===== config.mk =====
export PLATFORM = sky130hd
export DESIGN_NAME = tx_header_inserter
export DESIGN_NICKNAME = d
export VERILOG_FILES = /design/src/rtl/tx_header_inserter.sv
export SDC_FILE = /design/constraint.sdc
export NUM_CORES = 1
export LEC_CHECK = 0
export ABC_AREA = 0
export BUFFER_PORTS_ARGS = -buffer_cell sky130_fd_sc_hd__buf_2
export CAP_MARGIN = 25
export CORE_MARGIN = 1
export CORE_UTILIZATION = 59
export CTS_CLUSTER_DIAMETER = 80
export DETAILED_ROUTE_END_ITERATION = 16
export PLACE_DENSITY_LB_ADDON = 0.15
export REMOVE_ABC_BUFFERS = 1
export SYNTH_ARGS = -nofsm -noshare
export SYNTH_HDL_FRONTEND = slang
export SYNTH_SLANG_ARGS = --single-unit

===== constraint.sdc =====
create_clock -name aclk -period 11.2 [get_ports aclk]
set_clock_uncertainty 0.2 [all_clocks]
set_input_delay 1.12 -clock aclk [delete_from_list [all_inputs] [get_ports aclk]]
set_output_delay 1.12 -clock aclk [all_outputs]
set_load 0.03 [all_outputs]

===== src/rtl/tx_header_inserter.sv =====
`default_nettype none
// ============================================================================
// Module   : tx_header_inserter
// Brief    : Prepends a seven-word RDMA header to an AXI-Stream payload and
//            checks the payload byte count against the commanded length.
// Revision : 1.0
// ============================================================================
module tx_header_inserter #(
    parameter int C_AXIS_TDATA_WIDTH = 32,
    parameter int C_AXIS_TKEEP_WIDTH = 4
) (
    input  logic                          aclk,
    input  logic                          aresetn,
    input  logic                          cmd_valid,
    output logic                          cmd_ready,
    input  logic [7:0]                    cmd_opcode,
    input  logic [23:0]                   cmd_psn,
    input  logic [23:0]                   cmd_dest_qp,
    input  logic [31:0]                   cmd_remote_addr,
    input  logic [15:0]                   cmd_fragment_offset,
    input  logic [31:0]                   cmd_length,
    input  logic [15:0]                   cmd_partition_key,
    input  logic [7:0]                    cmd_service_level,
    input  logic [C_AXIS_TDATA_WIDTH-1:0] s_axis_tdata,
    input  logic [C_AXIS_TKEEP_WIDTH-1:0] s_axis_tkeep,
    input  logic                          s_axis_tvalid,
    output logic                          s_axis_tready,
    input  logic                          s_axis_tlast,
    output logic [C_AXIS_TDATA_WIDTH-1:0] m_axis_tdata,
    output logic [C_AXIS_TKEEP_WIDTH-1:0] m_axis_tkeep,
    output logic                          m_axis_tvalid,
    input  logic                          m_axis_tready,
    output logic                          m_axis_tlast,
    output logic                          busy,
    output logic                          pkt_done,
    output logic                          len_mismatch
);

    localparam logic [1:0] S_IDLE    = 2'd0;
    localparam logic [1:0] S_HEADER  = 2'd1;
    localparam logic [1:0] S_PAYLOAD = 2'd2;

    localparam logic [2:0] C_LAST_HDR_BEAT = 3'd6;

    logic [1:0]  r_state;
    logic [1:0]  w_next_state;
    logic [2:0]  r_beat_cnt;
    logic [32:0] r_byte_cnt;
    logic [7:0]  r_opcode;
    logic [23:0] r_psn;
    logic [23:0] r_dest_qp;
    logic [31:0] r_remote_addr;
    logic [15:0] r_fragment_offset;
    logic [31:0] r_length;
    logic [15:0] r_partition_key;
    logic [7:0]  r_service_level;
    logic        r_pkt_done;
    logic        r_len_mismatch;

    logic [31:0] w_hdr_word;
    logic [32:0] w_keep_bytes;
    logic [32:0] w_byte_total;
    logic        w_cmd_accept;
    logic        w_hdr_last_accept;
    logic        w_s_hs;
    logic        w_zero_len;

    assign w_zero_len        = (r_length == 32'd0);
    assign w_cmd_accept      = (r_state == S_IDLE) && cmd_valid;
    assign w_hdr_last_accept = (r_state == S_HEADER) && m_axis_tready
                               && (r_beat_cnt == C_LAST_HDR_BEAT);
    // In PAYLOAD s_axis_tready mirrors m_axis_tready, so this is the s-side handshake
    assign w_s_hs            = (r_state == S_PAYLOAD) && s_axis_tvalid && m_axis_tready;
    assign w_byte_total      = r_byte_cnt + w_keep_bytes;

    always_comb begin
        w_keep_bytes = '0;
        for (int i = 0; i < C_AXIS_TKEEP_WIDTH; i++) begin
            w_keep_bytes = w_keep_bytes + 33'(s_axis_tkeep[i]);
        end
    end

    always_comb begin
        w_hdr_word = 32'd0;
        case (r_beat_cnt)
            3'd0:    w_hdr_word = {r_psn, r_opcode};
            3'd1:    w_hdr_word = {8'h00, r_dest_qp};
            3'd2:    w_hdr_word = r_remote_addr;
            3'd3:    w_hdr_word = {16'h0000, r_fragment_offset};
            3'd4:    w_hdr_word = r_length;
            3'd5:    w_hdr_word = {16'h0000, r_partition_key};
            3'd6:    w_hdr_word = {24'hABABAB, r_service_level};
            default: w_hdr_word = 32'd0;
        endcase
    end

    always_ff @(posedge aclk) begin
        if (!aresetn) begin
            r_state <= S_IDLE;
        end else begin
            r_state <= w_next_state;
        end
    end

    always_comb begin
        w_next_state = r_state;
        case (r_state)
            S_IDLE: begin
                if (cmd_valid) begin
                    w_next_state = S_HEADER;
                end
            end
            S_HEADER: begin
                if (w_hdr_last_accept) begin
                    w_next_state = w_zero_len ? S_IDLE : S_PAYLOAD;
                end
            end
            S_PAYLOAD: begin
                if (w_s_hs && s_axis_tlast) begin
                    w_next_state = S_IDLE;
                end
            end
            default: w_next_state = S_IDLE;
        endcase
    end

    always_comb begin
        cmd_ready     = 1'b0;
        busy          = 1'b1;
        s_axis_tready = 1'b0;
        m_axis_tvalid = 1'b0;
        m_axis_tdata  = '0;
        m_axis_tkeep  = '0;
        m_axis_tlast  = 1'b0;
        case (r_state)
            S_IDLE: begin
                cmd_ready = 1'b1;
                busy      = 1'b0;
            end
            S_HEADER: begin
                m_axis_tvalid = 1'b1;
                m_axis_tdata  = w_hdr_word;
                m_axis_tkeep  = '1;
                m_axis_tlast  = (r_beat_cnt == C_LAST_HDR_BEAT) && w_zero_len;
            end
            S_PAYLOAD: begin
                m_axis_tvalid = s_axis_tvalid;
                m_axis_tdata  = s_axis_tdata;
                m_axis_tkeep  = s_axis_tkeep;
                m_axis_tlast  = s_axis_tlast;
                s_axis_tready = m_axis_tready;
            end
            default: begin
                busy = 1'b0;
            end
        endcase
    end

    always_ff @(posedge aclk) begin
        if (!aresetn) begin
            r_beat_cnt        <= 3'd0;
            r_byte_cnt        <= 33'd0;
            r_opcode          <= 8'd0;
            r_psn             <= 24'd0;
            r_dest_qp         <= 24'd0;
            r_remote_addr     <= 32'd0;
            r_fragment_offset <= 16'd0;
            r_length          <= 32'd0;
            r_partition_key   <= 16'd0;
            r_service_level   <= 8'd0;
            r_pkt_done        <= 1'b0;
            r_len_mismatch    <= 1'b0;
        end else begin
            if (w_cmd_accept) begin
                r_opcode          <= cmd_opcode;
                r_psn             <= cmd_psn;
                r_dest_qp         <= cmd_dest_qp;
                r_remote_addr     <= cmd_remote_addr;
                r_fragment_offset <= cmd_fragment_offset;
                r_length          <= cmd_length;
                r_partition_key   <= cmd_partition_key;
                r_service_level   <= cmd_service_level;
                r_beat_cnt        <= 3'd0;
                r_byte_cnt        <= 33'd0;
            end
            if ((r_state == S_HEADER) && m_axis_tready) begin
                r_beat_cnt <= r_beat_cnt + 3'd1;
            end
            if (w_s_hs) begin
                r_byte_cnt <= w_byte_total;
            end
            r_pkt_done     <= (w_hdr_last_accept && w_zero_len) || (w_s_hs && s_axis_tlast);
            r_len_mismatch <= w_s_hs && s_axis_tlast && (w_byte_total != {1'b0, r_length});
        end
    end

    assign pkt_done     = r_pkt_done;
    assign len_mismatch = r_len_mismatch;

endmodule
`default_nettype wire


==> impl_metrics.toml <==
[status]
status = "complete, no violations"

[synthesis]
synth_xor_area_share_pct = 4.24
synth_edf_count = 0
synth_top_family_by_area = "simple AND/OR/NAND/NOR gates"
synthTopCellsByArea = "dfxtp_1 37%, nand2_1 14%, a21boi_0 12%"
synthCells = 1391
synth-compound-area-share_pct = 23.8
ys_async_sr_fraction_pct = 0
ys_ff_latch = 200
synth_top_area_cell = "dfxtp_1"
ys_seq_area_share_pct = 37.2
synth_area_um2 = 10700
ys.flop_type = "dfxtp_1"
ys_warn_count = 0
synthAdderAreaFrac_pct = 1.89
synthDominantCellAreaShare_pct = 37.2
synth.area.mux_share_pct = 2.03
syn_avg_cell_area_um2 = 7.73
yosys.area_share.simple_pct = 26.3
ys_types = 59

[sta]
finalSetupViolations = 0
fin_ws_ps = 6320
final.setup.tns_ps = 0
timing.hold.ws_ps = 265
clock.fmax_mhz = 205
maxSlewHeadroom_pct = 32.8
post-route-period-util_pct = 43.6
rsz0062_at_grt = "no"
hold_violations = 0
tightest_slew_ps = 1010
final_max_slew_viol_count = 0
period_minus_slack_ps = 4880

[worst_hold_path]
hold_path.class = "flop to flop"

[floorplanning]
die_h_um = 137
core_um2 = 17500
initial_core_util_pct = 61.3
fp.dieArea_um2 = 18800
row_count = 48
die_width_um = 137
pin_count = 245

[critical_path]
arrival_ps = 3560
crit_family = "buffers and inverters"
cp.buffers_inverters = 3
crit_slowest_cell = "ha_1"
cpPeakStageDelay_ps = 830
worst-path-max-fanout = 32
cp-end-kind = "output port"
cp-start-kind = "flop"
crit_chain = "clkinv_1 > ha_1 > o41ai_2 > buf_4 > nor2_1 > a22oi_1 > nor2b_1 > buf_2"
worstPathRequired_ps = 9880
crit_type = "flop to output port"

[detailed_routing]
drt-initial-drc-count = 878
wl_per_cell_um = 16.7
first_pass_iters = 5
wl_mm = 29.9
detail-route-antenna-nets = 0
route.detailed.drc = 0
route.met3.wl_mm = 1.88
vias_per_cell = 5.79
top_layer = "met5"
wl_met1_mm = 13.0
wl_met2_mm = 14.6
vias = 10400

[layout]
fin_nets = 1769
layout_commonest_cell = "nand2_1"
final_cell_area_um2 = 12500
fillers = 1517
area_growth_pct = 16.4
drive_gt1_share_pct = 20.5
final_cell_mix = "400 x nand2_1, 243 x buf_2, 199 x dfxtp_1"

[power_and_ir_drop]
leakagePower_uw = 0.00510
total_power_uw = 1850
power.density_nw_per_um2 = 148
irDropWorstVdd_uv = 104

[placed_design]
post_dp_cell_area_um2 = 11900
gp_congestion = 0.950
io_buffers = 244
dpl_worst_slack_ps = 6260
dpl.hpwl_mm = 19.5

[global_route]
grt_pass1_wl_mm = 47.5
grt_pass1_vias = 9619
grtUsageTotal_pct = 32.2
grt_max_degree = 117
antenna_found_initial = 2
gr-total-overflow = 0

[clocking]
cts_max_path_buffers = 2
cts_hold_buffers = 0
post_cts_buffers = 0
numCtsBuffers = 17
cts_tree = "built"
cts_sinks = 200
cts_max_level = 4
clock_latency_ps = 440
cts_resized = 0
path_clk_slew_ps = 70
clock-root-buffer = "clkbuf_16"

[run]
maxCapViolCount = 0
==> final cells by class <==
class                      instances  area (um^2)  share of cell area, %
multi-input combinational       1070         6290                   50.3
sequential                       200         4010                   32.0
timing repair buffer             256         1320                   10.6
clock buffer                      21          470                   3.76
tap                              225          282                   2.25
clock inverter                    11          113                  0.900
inverter                           7         26.3                  0.210
antenna                            1         2.50                 0.0200
==> cell families after synthesis <==
logic type,count (synthesis)
xor gates and xnor gates,52
muxes,20
DFF,200
adders and majority gates,15
buffers and inverters,121
AOI/OAI and AO/OA,360
and+or+nand+nor,623
==> Yosys cell counts, types with 14 or more instances <==
| cell | number |
|---|---|
| xor2_1 | 19 |
| clkbuf_1 | 91 |
| nor2b_1 | 35 |
| a222oi_1 | 18 |
| nor2_1 | 34 |
| a21oi_1 | 51 |
| o21ai_0 | 48 |
| mux2_2 | 14 |
| dfxtp_1 | 200 |
| nand2_1 | 401 |
| and2_1 | 34 |
| a22oi_1 | 17 |
| a221oi_1 | 25 |
| nor3_1 | 24 |
| nor4_1 | 14 |
| a21boi_0 | 166 |
| xnor2_1 | 33 |
| nand3_1 | 28 |
| nand4_1 | 15 |
==> power breakdown <==
part | switching (uW) | leakage [uW] | total, uW | internal [uW]
Sequential | 45.0 | 0.00164 | 818 | 773
Clock | 283 | 0.000278 | 612 | 328
Combinational | 269 | 0.00318 | 423 | 154
Total | 597 | 0.00510 | 1850 | 1260
==> metrics by stage <==
step           std cells  util [%]
6_report            1791      71.3
5_1_grt             1791      71.3
4_1_cts             1789      71.2
3_5_place_dp        1757      67.9
3_3_place_gp        1757      67.9
2_1_floorplan       1277         -
==> registers in the layout (all words and copies together), names as in the netlist <==
name / cells
r_length: 32
pkt_done: 1
r_state: 2
r_byte_cnt: 33
r_beat_cnt: 3
r_opcode: 8
r_dest_qp: 24
r_psn: 24
r_partition_key: 16
r_remote_addr: 32
r_service_level: 8
r_fragment_offset: 16
len_mismatch: 1
==> path summary, 6_finish.rpt <==
path / startpoint / endpoint / cells past startpoint / slack (ps)
worst min register to register: r_psn[16] / r_psn[16] / 2 / 270
worst max register to register: r_state[0] / r_byte_cnt[7] / 8 / 7990
worst min-delay path: r_psn[16] / r_psn[16] / 2 / 270
worst max-delay path: r_beat_cnt[2] / m_axis_tdata[23] / 8 / 6320
==> worst min-delay path: stages, from the launching register on <==
cell and delay [ps]:
dfxtp_1 310, nand2_1 40, a21boi_0 60
==> routing by layer <==
layer | vias up | track usage [%]
met5 | - | 0
met4 | 2 | 9.58
met3 | 36 | 5.22
met2 | 362 | 54.4
met1 | 4861 | 41.9
li1 | 5114 | -
Note: power is estimated with default switching activity, not from simulation.
